[src/rtl/fir16_out_stage.sv]
// fir16_out_stage: decimate, round/shift, saturate and FIFO-buffer FIR accumulator output
module fir16_out_stage #(
  parameter int DECIM = 4,
  parameter int SHIFT = 12,
  parameter int DEPTH = 4
) (
  input  logic                   clk,
  input  logic                   reset_n,
  input  logic signed [35:0]     y_in,
  input  logic                   y_in_valid,
  output logic signed [15:0]     out_data,
  output logic                   out_valid,
  input  logic                   out_ready,
  output logic [$clog2(DEPTH):0] fifo_level,
  output logic                   sat_flag,
  output logic                   ovf_flag,
  input  logic                   clr_flags
);
  localparam int PW = DECIM > 1 ? $clog2(DECIM) : 1;
  localparam int AW = DEPTH > 1 ? $clog2(DEPTH) : 1;
  localparam int LW = $clog2(DEPTH) + 1;
  localparam logic signed [36:0] RND = 37'sd1 <<< (SHIFT - 1);
  localparam logic signed [36:0] MAXV = 37'sd32767;
  localparam logic signed [36:0] MINV = -37'sd32768;

  logic [PW-1:0]        phase_q, phase_d;
  logic                 s1_valid_q, s1_valid_d;
  logic signed [36:0]   r_q, r_d;
  logic                 s2_valid_q, s2_valid_d;
  logic signed [15:0]   s2_data_q, s2_data_d;
  logic signed [15:0]   mem_q [DEPTH];
  logic signed [15:0]   mem_d [DEPTH];
  logic [AW-1:0]        wr_ptr_q, wr_ptr_d, rd_ptr_q, rd_ptr_d;
  logic [LW-1:0]        level_q, level_d;
  logic                 out_valid_q, out_valid_d;
  logic                 sat_q, sat_d, ovf_q, ovf_d;
  logic                 keep, hi, lo, full, pop, push, drop;
  logic signed [36:0]   sum;

  // decimation, rounding and saturation pipeline
  always_comb begin
    keep       = y_in_valid && phase_q == '0;
    phase_d    = y_in_valid ? (phase_q == PW'(DECIM - 1) ? '0 : phase_q + 1'b1) : phase_q;
    sum        = $signed({y_in[35], y_in}) + RND;
    s1_valid_d = keep;
    r_d        = keep ? sum >>> SHIFT : r_q;
    hi         = r_q > MAXV;
    lo         = r_q < MINV;
    s2_valid_d = s1_valid_q;
    s2_data_d  = !s1_valid_q ? s2_data_q : hi ? 16'sh7fff : lo ? 16'sh8000 : r_q[15:0];
  end

  // output FIFO bookkeeping; a pop frees the slot for a same-cycle push when full
  always_comb begin
    full        = level_q == LW'(DEPTH);
    pop         = out_valid_q && out_ready;
    push        = s2_valid_q && (!full || pop);
    drop        = s2_valid_q && full && !pop;
    for (int i = 0; i < DEPTH; i++) mem_d[i] = push && wr_ptr_q == AW'(i) ? s2_data_q : mem_q[i];
    wr_ptr_d    = push ? (wr_ptr_q == AW'(DEPTH - 1) ? '0 : wr_ptr_q + 1'b1) : wr_ptr_q;
    rd_ptr_d    = pop ? (rd_ptr_q == AW'(DEPTH - 1) ? '0 : rd_ptr_q + 1'b1) : rd_ptr_q;
    level_d     = level_q + LW'(push) - LW'(pop);
    out_valid_d = level_d != '0;
    sat_d       = !clr_flags && (sat_q || (s1_valid_q && (hi || lo)));
    ovf_d       = !clr_flags && (ovf_q || drop);
  end

  // state registers, all cleared by the asynchronous reset
  always_ff @(posedge clk or negedge reset_n) begin
    if (!reset_n) begin
      phase_q     <= '0;
      s1_valid_q  <= 1'b0;
      r_q         <= '0;
      s2_valid_q  <= 1'b0;
      s2_data_q   <= '0;
      for (int i = 0; i < DEPTH; i++) mem_q[i] <= '0;
      wr_ptr_q    <= '0;
      rd_ptr_q    <= '0;
      level_q     <= '0;
      out_valid_q <= 1'b0;
      sat_q       <= 1'b0;
      ovf_q       <= 1'b0;
    end else begin
      phase_q     <= phase_d;
      s1_valid_q  <= s1_valid_d;
      r_q         <= r_d;
      s2_valid_q  <= s2_valid_d;
      s2_data_q   <= s2_data_d;
      mem_q       <= mem_d;
      wr_ptr_q    <= wr_ptr_d;
      rd_ptr_q    <= rd_ptr_d;
      level_q     <= level_d;
      out_valid_q <= out_valid_d;
      sat_q       <= sat_d;
      ovf_q       <= ovf_d;
    end
  end

  assign out_data   = out_valid_q ? mem_q[rd_ptr_q] : '0;
  assign out_valid  = out_valid_q;
  assign fifo_level = level_q;
  assign sat_flag   = sat_q;
  assign ovf_flag   = ovf_q;
endmodule

[config.mk]
export PLATFORM = sky130hd
export DESIGN_NAME = fir16_out_stage
export DESIGN_NICKNAME = d
export VERILOG_FILES = /design/src/rtl/fir16_out_stage.sv
export SDC_FILE = /design/constraint.sdc
export NUM_CORES = 1
export LEC_CHECK = 0
export BUFFER_PORTS_ARGS = -buffer_cell sky130_fd_sc_hd__buf_4
export CORE_AREA = 2 2 136 85
export DETAILED_ROUTE_END_ITERATION = 16
export DIE_AREA = 0 0 138 87
export GPL_TIMING_DRIVEN = 1
export PLACE_DENSITY = 0.75
export SYNTH_ARGS = -nofsm -noshare
export SYNTH_HDL_FRONTEND = slang
export SYNTH_SLANG_ARGS = --single-unit
[constraint.sdc]
create_clock -name clk -period 2.55 [get_ports clk]
set_input_delay 0.255 -clock clk [delete_from_list [all_inputs] [get_ports clk]]
set_output_delay 0.255 -clock clk [all_outputs]
set_load 0.03 [all_outputs]
======== Word level (Yosys, flattened, before mapping) ========
Cells that the tools add are included.
operators by class
  $add $sub $neg .......................... 6
  magnitude comparators ................... 3
  equal/unequal tests ..................... 6
  muxes and demuxes ....................... 9
  bitwise gates (word level) .............. 1
  reduce and logical (&&, ||, !) cells .... 22
operator list
  operator                                                                        number
  16-bit two-way mux                                                              5
  36-bit by 13-bit adder with 37-bit output, second input constant                1
  16-bit binary-select mux with 2-bit select                                      1
  25-bit by 16-bit > comparator with 1-bit output, second input constant          1
  25-bit by 16-bit less-than comparator with 1-bit output, second input constant  1
  1-bit logical AND                                                               12
  2-bit equality test, second input constant                                      4
  2-bit by 1-bit adder with 2-bit output, second input constant                   3
  2-bit two-way mux                                                               3
  2-bit zero test                                                                 2
  1-bit logical OR                                                                4
  3-bit by 1-bit adder with 3-bit output                                          1
  3-bit equality test, second input constant                                      1
  3-bit >= comparator, second input constant                                      1
  1-bit zero test                                                                 3
  2-bit inverter with 3-bit output                                                1
  3-bit nonzero test                                                              1
  3-bit by 1-bit subtractor with 3-bit output                                     1
  2-bit by 1-bit equality test with 1-bit output, second input constant           1
storage, ports and cells
  bits in registers ....................... 119
  output and inout bits ................... 22

======== Depth between registers and ports, before layout ========
Gate-level depths: netlist of run 1.
  depth after elaboration ................. 7
  gate-level depth with buffers ........... 11
  depth with buffers taken out ............ 11

======== Least setup slack after synthesis of run 1 ========
OpenSTA, ideal clock, no wires.
  path kind ............................... register -> register
  start point ............................. register out_valid_q, in the netlist out_valid
  end point ............................... register out_valid_q, in the netlist out_valid
  arrival ................................. 2.715 ns
  data required time ...................... 2.419 ns
  setup slack ............................. -0.297 ns
  cell stages (with the launch flop) ...... 12
  buffers on the path ..................... 0
  period minus slack after synthesis ...... 2.847 ns
  path through ............................ dfrtp_1 > nand2_1 > a31oi_2 > inv_1 > ha_1 > inv_1 > ha_1 > inv_1 > fa_1 > xnor2_1 > xnor2_1 > or3_1
on the way
  word-level cells in the longest chain between the ends .. 6
ends and longest elaborated chain
  what                                             line  RTL
  from (decl)                                      35    logic out_valid_q, out_valid_d;
  from (signal assigned)                           93    out_valid_q <= out_valid_d;
  1-bit logical AND (*)                            56    pop = out_valid_q && out_ready;
  1-bit logical OR                                 57    push = s2_valid_q && (!full || pop);
  1-bit logical AND                                57
  3-bit by 1-bit adder with 3-bit output           62    level_d = level_q + LW'(push) - LW'(pop);
  3-bit by 1-bit subtractor with 3-bit output (*)  62
  named net level_d[2]                             34    logic [LW-1:0] level_q, level_d;
  3-bit nonzero test (*)                           63    out_valid_d = level_d != '0;
  named net out_valid_d                            35
The timed path passes the listed nets; every way through them passes the cells marked *.
A chain may end at the register's enable or synchronous reset.

======== Worst setup path in the final report of run 1 ========
  start point ............................. register rd_ptr_q[1]
  end point ............................... output port out_data[15]
on the way
  word-level cells in the longest chain between the ends .. 5
ends and longest elaborated chain
  what                                                    line  RTL
  from (decl)                                             33    logic [AW-1:0] wr_ptr_q, wr_ptr_d, rd_ptr_q, rd_ptr_d;
  from (signal assigned)                                  91    rd_ptr_q <= rd_ptr_d;
  2-bit inverter with 3-bit output (implied by the code)  99    assign out_data = out_valid_q ? mem_q[rd_ptr_q] : '0;
  16-bit binary-select mux with 2-bit select              99
  16-bit two-way mux (implied by the code) (2 in a row)   99
  16-bit two-way mux                                      99
  to (decl)                                               11    output logic signed [15:0] out_data,
Every way passes these cells. The select of a mux whose other input is x is not followed.

==> results of run 1 <==
-- metal layers --
metal  part of all wire  track usage  vias to the layer above
li1                   -            -                     1789
met1               0.50        0.283                     1854
met2               0.45        0.318                       68
met3              0.040       0.0511                       15
met4              0.013       0.0668                        0
met5                  0            0                        -
-- flip-flops by register name, summed over array words and instances, names as in the netlist, 2 cells and up --
name        cells
fifo_level      3
mem_q          64
phase_q         2
r_q            25
rd_ptr_q        2
s2_data_q      16
wr_ptr_q        2
-- synthesized netlist by cell type --
| cell | count |
|---|---|
| nor2_1 | 35 |
| nand2_1 | 40 |
| nor2b_1 | 1 |
| ha_1 | 10 |
| a31o_2 | 1 |
| buf_4 | 1 |
| nand4_1 | 5 |
| a31oi_1 | 15 |
| or4_1 | 7 |
| nand2_2 | 4 |
| clkbuf_1 | 13 |
| or4_4 | 2 |
| buf_2 | 7 |
| mux4_2 | 16 |
| fa_1 | 1 |
| o31ai_1 | 7 |
| and2_1 | 17 |
| o311ai_0 | 1 |
| a21oi_1 | 15 |
| xor2_1 | 2 |
| xnor2_1 | 10 |
| mux2_2 | 66 |
| and3_1 | 3 |
| nand3_1 | 9 |
| or3_1 | 7 |
| o21ai_0 | 21 |
| a31oi_2 | 1 |
| nor3_1 | 6 |
| a21o_1 | 1 |
| inv_1 | 16 |
| and4_1 | 2 |
| a41oi_1 | 1 |
| nor4_1 | 2 |
| dfrtp_1 | 119 |
| nand3_4 | 1 |
-- timing repair --
item / 4_1_cts / 5_1_grt
setup endpoints to repair: 0 / 1
gates resized for setup: 0 / 1
hold buffers: 2 / 0
hold endpoints to repair: 49 / 0
setup buffers: 0 / 0
-- cell families (layout without fill, tap and decap cells) --
kind of cell    count (synthesis)  after routing  synth area share
simple gates                  141            141             0.128
flops                         119            119             0.535
mux                            82             82             0.198
compound gates                 63             63            0.0670
buf+inv                        37            108            0.0272
xor+xnor                       12             12            0.0189
fa+ha+maj                      11             11            0.0261
-- worst max-delay path, delay by kind of cell, from the launching register on --
family                 cells  cell delay [ns]
muxes                      1             0.46
buffers and inverters      1             0.16
DFF                        1             0.93
and+or+nand+nor            1             0.18
-- power breakdown --
part / internal [mW] / total (mW) / switching (mW)
sequential: 2.77 / 3.47 / 0.701
clock: 1.50 / 2.30 / 0.799
combinational: 1.71 / 3.41 / 1.70
-- cells in the final DEF, fill, tap and decap left out, types with 15 or more instances in the layout --
cell and instances:
a31oi_1 15, mux4_2 16, clkbuf_16 17, mux2_2 66, o21ai_0 21, and2_1 17, nor2_1 34, dfrtp_1 116
inv_1 16, nand2_1 39, a21oi_1 15, buf_4 58
-- metrics by stage --
step,setup slack [ns],area (um^2)
floorplan,0.00913,5590
global placement,0.227,6130
detailed placement,0.115,6130
CTS,0.0930,6730
global route,-0.00287,6730
finish,0.154,6730
-- cell type report --
type | instances | share of cell area
well taps | 144 | 0.0268
clock inverters | 8 | 0.0145
clock buffers | 23 | 0.0710
flip-flops and latches | 119 | 0.443
multi-input cells | 309 | 0.365
inverters | 16 | 0.00893
repair buffers | 61 | 0.0707
-- worst paths after layout --
| kind | endpoint | depth (start not counted) | slack (ns) |
|---|---|---|---|
| hold / removal | phase_q[0]$_DFFE_PN0P_ | 2 | 0.06 |
| hold reg to reg | r_q[4]$_DFFE_PN0P_ | 2 | 0.48 |
| min in group asynchronous | sat_flag$_DFF_PN0_ | 2 | 0.44 |
| max in group asynchronous | mem_q[50]$_DFFE_PN0P_ | 3 | 1.29 |
| setup reg to reg | out_valid$_DFF_PN0_ | 11 | 0.18 |
| setup / recovery | out_data[15] | 3 | 0.15 |
==> impl_results.md, run 1 <==
- Worst Max-Slew Pin Slew: roughly 0.9 ns
- Die width: around 140 um
- CTS root buffer: clkbuf_16
- Pwr Density: about 1400 mW/mm^2
- DRT antenna net count: 0
- Num CTS Buffers: 17
- Hold WC Path Type: in2reg
- Yosys warnings: 0
- Syn Area/Cell: roughly 12 um^2
- Die Y: between 80 and 90 um
- P_leak: approximately 2.8 nW
- Area delta synth->final: 20.9%
- Gp weighted congestion: a little over 0.8
- Hold Fails Final Rpt: 0
- Ports: 63
- Rel. slew slack: 0.397
- TritonRoute pass-1 iters: 4
- Status: completed
- Post-Syn Area: between 0.005 and 0.006 mm^2
- Setup CP Type: reg2out
- CTS clk-pin slew, worst paths: 0.05 ns
- # DRC: 0
- Library cells used by synthesis: 35
- CP required: about 2.3 ns
- CTS Sinks: 119
- Die area: between 0.01 and 0.015 mm^2
- Syn Inst Count: ~470
- CP endpoint kind: output port
- Core Region: about 0.011 mm^2
- GRT Residual Overflow: 0
- Fin cells: slightly below 700
- Final Setup Violations: 0
- Largest net degree at the start of global routing: 50
- Min Tclk post-route: between 2 and 2.5 ns
- Synth top area cells: dfrtp_1 53%, mux2_2 13%, mux4_2 6.5%
- Sequential share of the synthesized area: 0.535
- Later-pin clock latency in the skew report: between 0.4 and 0.5 ns
- Via Count: roughly 3,700
- Dpl hpwl: between 7 and 8 mm
- Area occupied by registers: 0.00298 mm^2
- Leading area contributor after synthesis: dfrtp_1
- Max_cap viols: 0
- TritonCTS clock tree: yes
- Vias/cell: about 5.5
- Post-Place Cells: approximately 650
- Number of fill cells: around 860
- R2R Path Start: fifo_level[1]$_DFF_PN0_
- Mapped Nets: ~520
- CTS max path bufs: 2
- Critical hold path startpoint: y_in_valid
- Arrival time worst endpoint: between 2 and 2.5 ns
- Critical path, cell by cell: mux4_2, and2_1, buf_4
- Drt wl/cell: ~17 um
- Post-route clock skew: just under 0.007 ns
- Power Total: 9.18 mW
- First-pass GRT wire length: 18.9 mm
- DR iter-0 viols: around 130
- Achievable Freq: about 0.42 GHz
- Share of post-route cells with drive strength above 1: 0.341
- Final core utilization: 0.618
- ANT cells: 0
- Initial antenna violation count: 0
- Slowest-stage cell, CP: dfrtp_1
- IO buf count: approximately 50
- Max incr delay on CP: roughly 0.93 ns
- CP startpoint: rd_ptr_q[1]$_DFFE_PN0N_
- Starting density of the core: 0.511
- Final wirelength: about 11 mm
- GRT Total Usage: 0.203
- Crit-path max FO: 18
- Synth top area share: 0.535
- Multi-input logic area: about 0.0025 mm^2
- Startpoint Class: register
- Via count of the first global-routing pass: around 3,700
- Yosys reg bits: about 120
- Peak supply drop: approximately 0.00077 V
- Placement row count: 30
- Setup TNS: 0 ns
- Post-route clock period utilization: 0.939
- Fin. max-slew vios: 0
- Layout net count: 576
- Worst hold slack: between 0.05 and 0.06 ns
- CTS H-Tree Depth: 4
Power figures use the tool's default switching activity.
==> run 2: changes to the inputs <==
Settings changed: ABC_AREA set to 1, CORE_AREA 2 2 136 85 to 2 2 140 87, DIE_AREA 0 0 138 87 to 0 0 142 89.
==> impl_results.md, run 2 <==
- Later-pin clock latency in the skew report: 0.41 ns (about the same)
- Max_cap viols: 0 (unchanged)
- Core Region: 0.0112 mm^2 (was 0.0109 mm^2)
- GRT Total Usage: 0.247 (was 0.203)
- CP startpoint: rd_ptr_q[1]$_DFFE_PN0N_ (unchanged)
- Worst Max-Slew Pin Slew: 1.03 ns (was 0.904 ns)
- Fin. max-slew vios: 0 (unchanged)
- Synth top area cells: dfrtp_1 50%, nand2_1 12%, o21ai_0 8.8% (was dfrtp_1 53%, mux2_2 13%, mux4_2 6.5%)
- Reg2Reg Depth: 10 (was 11)
- Post-route clock period utilization: 0.910 (was 0.939)
- P_leak: 3.45 nW (was 2.81 nW)
- ANT cells: 0 (unchanged)
- Peak supply drop: 0.000945 V (was 0.000767 V)
- Hold Fails Final Rpt: 0 (unchanged)
- Area delta synth->final: 17.4% (was 20.9%)
- Mapped Nets: 786 (was 517)
- Post-synth EDFFs: 0 (unchanged)
- Reg2Reg Setup Slack: 0.45 ns (was 0.18 ns)
- Post-synth top flop: dfrtp_1 (unchanged)
- Max reg flops: 64 (unchanged)
- Sequential share of the synthesized area: 0.503 (was 0.535)
- Worst hold slack: 0.0617 ns (was 0.0558 ns)
- Arrival time worst endpoint: 2.07 ns (was 2.14 ns)
- CTS H-Tree Depth: 4 (unchanged)
- TritonCTS clock tree: yes (unchanged)
- Most frequent cells in the layout: 197 x nand2_1, 121 x nor2_1, 118 x dfrtp_1, 104 x o21ai_0, 54 x buf_4 (was 116 x dfrtp_1, 66 x mux2_2, 58 x buf_4, 39 x nand2_1, 34 x nor2_1)
- Drt wl/cell: 15.3 um (was 16.6 um)
- Largest net degree at the start of global routing: 58 (was 50)
- CP endpoint kind: output port (unchanged)
- Biggest register: mem_q (unchanged)
- FF-to-FF End: out_valid$_DFF_PN0_ (unchanged)
- Layout net count: 829 (was 576)
- Most common cell in the netlist: nand2_1 (was dfrtp_1)
- Yosys warnings: 0 (unchanged)
- CTS Sinks: 119 (unchanged)
- CP required: 2.30 ns (about the same)
- Final Cell Area: 0.00695 mm^2 (was 0.00673 mm^2)
- Share of post-route cells with drive strength above 1: 0.143 (was 0.341)
- R2R Path Start: fifo_level[1]$_DFF_PN0_ (unchanged)
- DR iter-0 viols: 525 (was 133)
- Gp weighted congestion: 0.939 (was 0.805)
- GR Layer Usage met3: 0.0530 (was 0.0511)
- CP endpoint: out_data[10] (was out_data[15])
- Gr busiest metal: met2 (unchanged)
- RSZ-0062 raised after global routing: no
- Startpoint Class: register (unchanged)
- Setup TNS: 0 ns (unchanged)
- Dpl hpwl: 9.83 mm (was 7.63 mm)
- First-pass GRT wire length: 23.9 mm (was 18.9 mm)
- Slowest-stage cell, CP: dfrtp_2 (was dfrtp_1)
- Placed Area: 0.00633 mm^2 (was 0.00613 mm^2)
- Status: completed (unchanged)
- Die Y: 89 um (was 87 um)
- Die area: 0.0126 mm^2 (was 0.0120 mm^2)
- Met1 Resource Use GR: 0.339 (was 0.283)
- Leading area contributor after synthesis: dfrtp_1 (unchanged)
- Post-route clock skew: 0.00488 ns (was 0.00674 ns)
- Library cells used by synthesis: 29 (was 35)
- Number of fill cells: 952 (was 863)
- Min Tclk post-route: 2.32 ns (was 2.40 ns)
- Pwr Density: 1340 mW/mm^2 (was 1360 mW/mm^2)
- Commonest non-fill, non-tap cell in the layout: nand2_1 (was dfrtp_1)
- Setup CP Type: reg2out (unchanged)
- Final wirelength: 14.3 mm (was 11.3 mm)
- Hold WC Path Type: in2reg (unchanged)
- Yosys reg bits: 119 (unchanged)
- Met2 GRT Util: 0.405 (was 0.318)
- CTS max path bufs: 2 (unchanged)
- Achievable Freq: 0.431 GHz (was 0.417 GHz)
- Power Total: 9.30 mW (was 9.18 mW)
- GRT Residual Overflow: 0 (unchanged)
- Postcts setup bufs: 0 (unchanged)
- Rel. slew slack: 0.316 (was 0.397)
- CTS root buffer: clkbuf_16 (unchanged)
- Syn Inst Count: 734 (was 465)
- DRT antenna net count: 0 (unchanged)
- Post-Syn Area: 0.00592 mm^2 (was 0.00557 mm^2)
- Via count of the first global-routing pass: 4,998 (was 3,714)
- Placement row count: 30 (unchanged)
- Via Count: 5,085 (was 3,726)
- Vias/cell: 5.44 (was 5.48)
- Initial antenna violation count: 0 (unchanged)
- Starting density of the core: 0.528 (was 0.511)
- Die width: 142 um (was 138 um)
- Critical path, cell by cell: inv_2, nor2_1, o21ai_0, a21oi_1, buf_4 (was mux4_2, and2_1, buf_4)
- Crit-path max FO: 18 (unchanged)
- CTS clk-pin slew, worst paths: 0.05 ns (about the same)
- Num CTS Buffers: 17 (unchanged)
- Syn Area/Cell: 8.07 um^2 (was 12.0 um^2)
- Max incr delay on CP: 0.64 ns (was 0.93 ns)
- Post-synthesis async set-or-reset flop share: 1.00 (unchanged)
- TritonRoute pass-1 iters: 5 (was 4)
- Synth top area share: 0.503 (was 0.535)
- Post-Place Cells: 900 (was 647)
- Ports: 63 (unchanged)
- Fin cells: 934 (was 680)
- # DRC: 0 (unchanged)
- Post-synth top cells: 197 x nand2_1, 121 x nor2_1, 119 x dfrtp_1 (was 119 x dfrtp_1, 66 x mux2_2, 40 x nand2_1)
- Final Setup Violations: 0 (unchanged)
- IO buf count: 51 (unchanged)
- Regs by FF count: mem_q x64, r_q x25, s2_data_q x16 (unchanged)
[run 2: changes by cell type after synthesis, moves of 16 or more]
cell and change:
and2_1 -17, inv_1 +25, mux2_2 -66, mux4_2 -16, nand2_1 +157, nor2_1 +86
o21ai_0 +83
[run 2: what timing repair did]
action                                  in CTS  in global routing
endpoints found under the setup margin       6                  0
hold endpoints to repair                    29                  0
hold buffers                                 2                  0
resized for setup                            1                  0
[run 2: power by group]
group / internal (mW) / switching, mW
Combinational: 1.24 / 2.29
Sequential: 2.76 / 0.601
Clock: 1.60 / 0.815
Total: 5.59 / 3.71
[run 2: worst min-delay path by stage]
stage | start | to | slack, ns | cells past startpoint
floorplan | reset_n | fifo_level[0]$_DFF_PN0_ | -0.04 | 0
global placement | reset_n | r_q[8]$_DFFE_PN0P_ | 0.20 | 1
detailed placement | reset_n | r_q[6]$_DFFE_PN0P_ | 0.21 | 1
CTS | y_in_valid | phase_q[0]$_DFFE_PN0P_ | 0.05 | 2
global route | y_in_valid | phase_q[0]$_DFFE_PN0P_ | 0.07 | 2
finish | y_in_valid | phase_q[0]$_DFFE_PN0P_ | 0.06 | 2
[run 2: layout make-up]
type / instances / area [um^2] / area share
Clock buffer: 22 / 474 / 0.0682
Sequential cell: 119 / 2980 / 0.428
Inverter: 46 / 178 / 0.0256
Timing Repair Buffer: 57 / 445 / 0.0641
Multi-Input combinational cell: 536 / 2570 / 0.370
Tap cell: 144 / 180 / 0.0259
Clock inverter: 10 / 125 / 0.0180
[run 2: layer usage]
metal  wire length [um]  vias up
met5                  0        -
met4                167        0
met3                860       21
met2               6560      148
met1               6670     2487
li1                   -     2429
[run 2: critical path, delay by kind of cell (launching register included)]
family / cells / cell delay [ns]
flip-flops: 1 / 0.64
buffers and inverters: 2 / 0.51
AO/OA/AOI/OAI: 2 / 0.34
AND/OR/NAND/NOR: 1 / 0.16
[run 2: logic make-up (layout without fill, tap and decap cells)]
| group | count (synthesis) | after routing | synth area share |
|---|---|---|---|
| and+or+nand+nor | 363 | 363 | 0.258 |
| AOI/OAI and AO/OA | 146 | 146 | 0.128 |
| DFF | 119 | 119 | 0.503 |
| buffers and inverters | 79 | 135 | 0.0634 |
| xor gates and xnor gates | 16 | 16 | 0.0237 |
| adders and majority gates | 11 | 11 | 0.0245 |
[run 2: through the flow]
| step | worst slack, ns | utilization |
|---|---|---|
| 2_1_floorplan | 0.460 | - |
| 5_1_grt | 0.151 | 0.620 |
| 3_3_place_gp | 0.422 | 0.564 |
| 6_report | 0.229 | 0.620 |
| 4_1_cts | 0.250 | 0.620 |
| 3_5_place_dp | 0.379 | 0.564 |
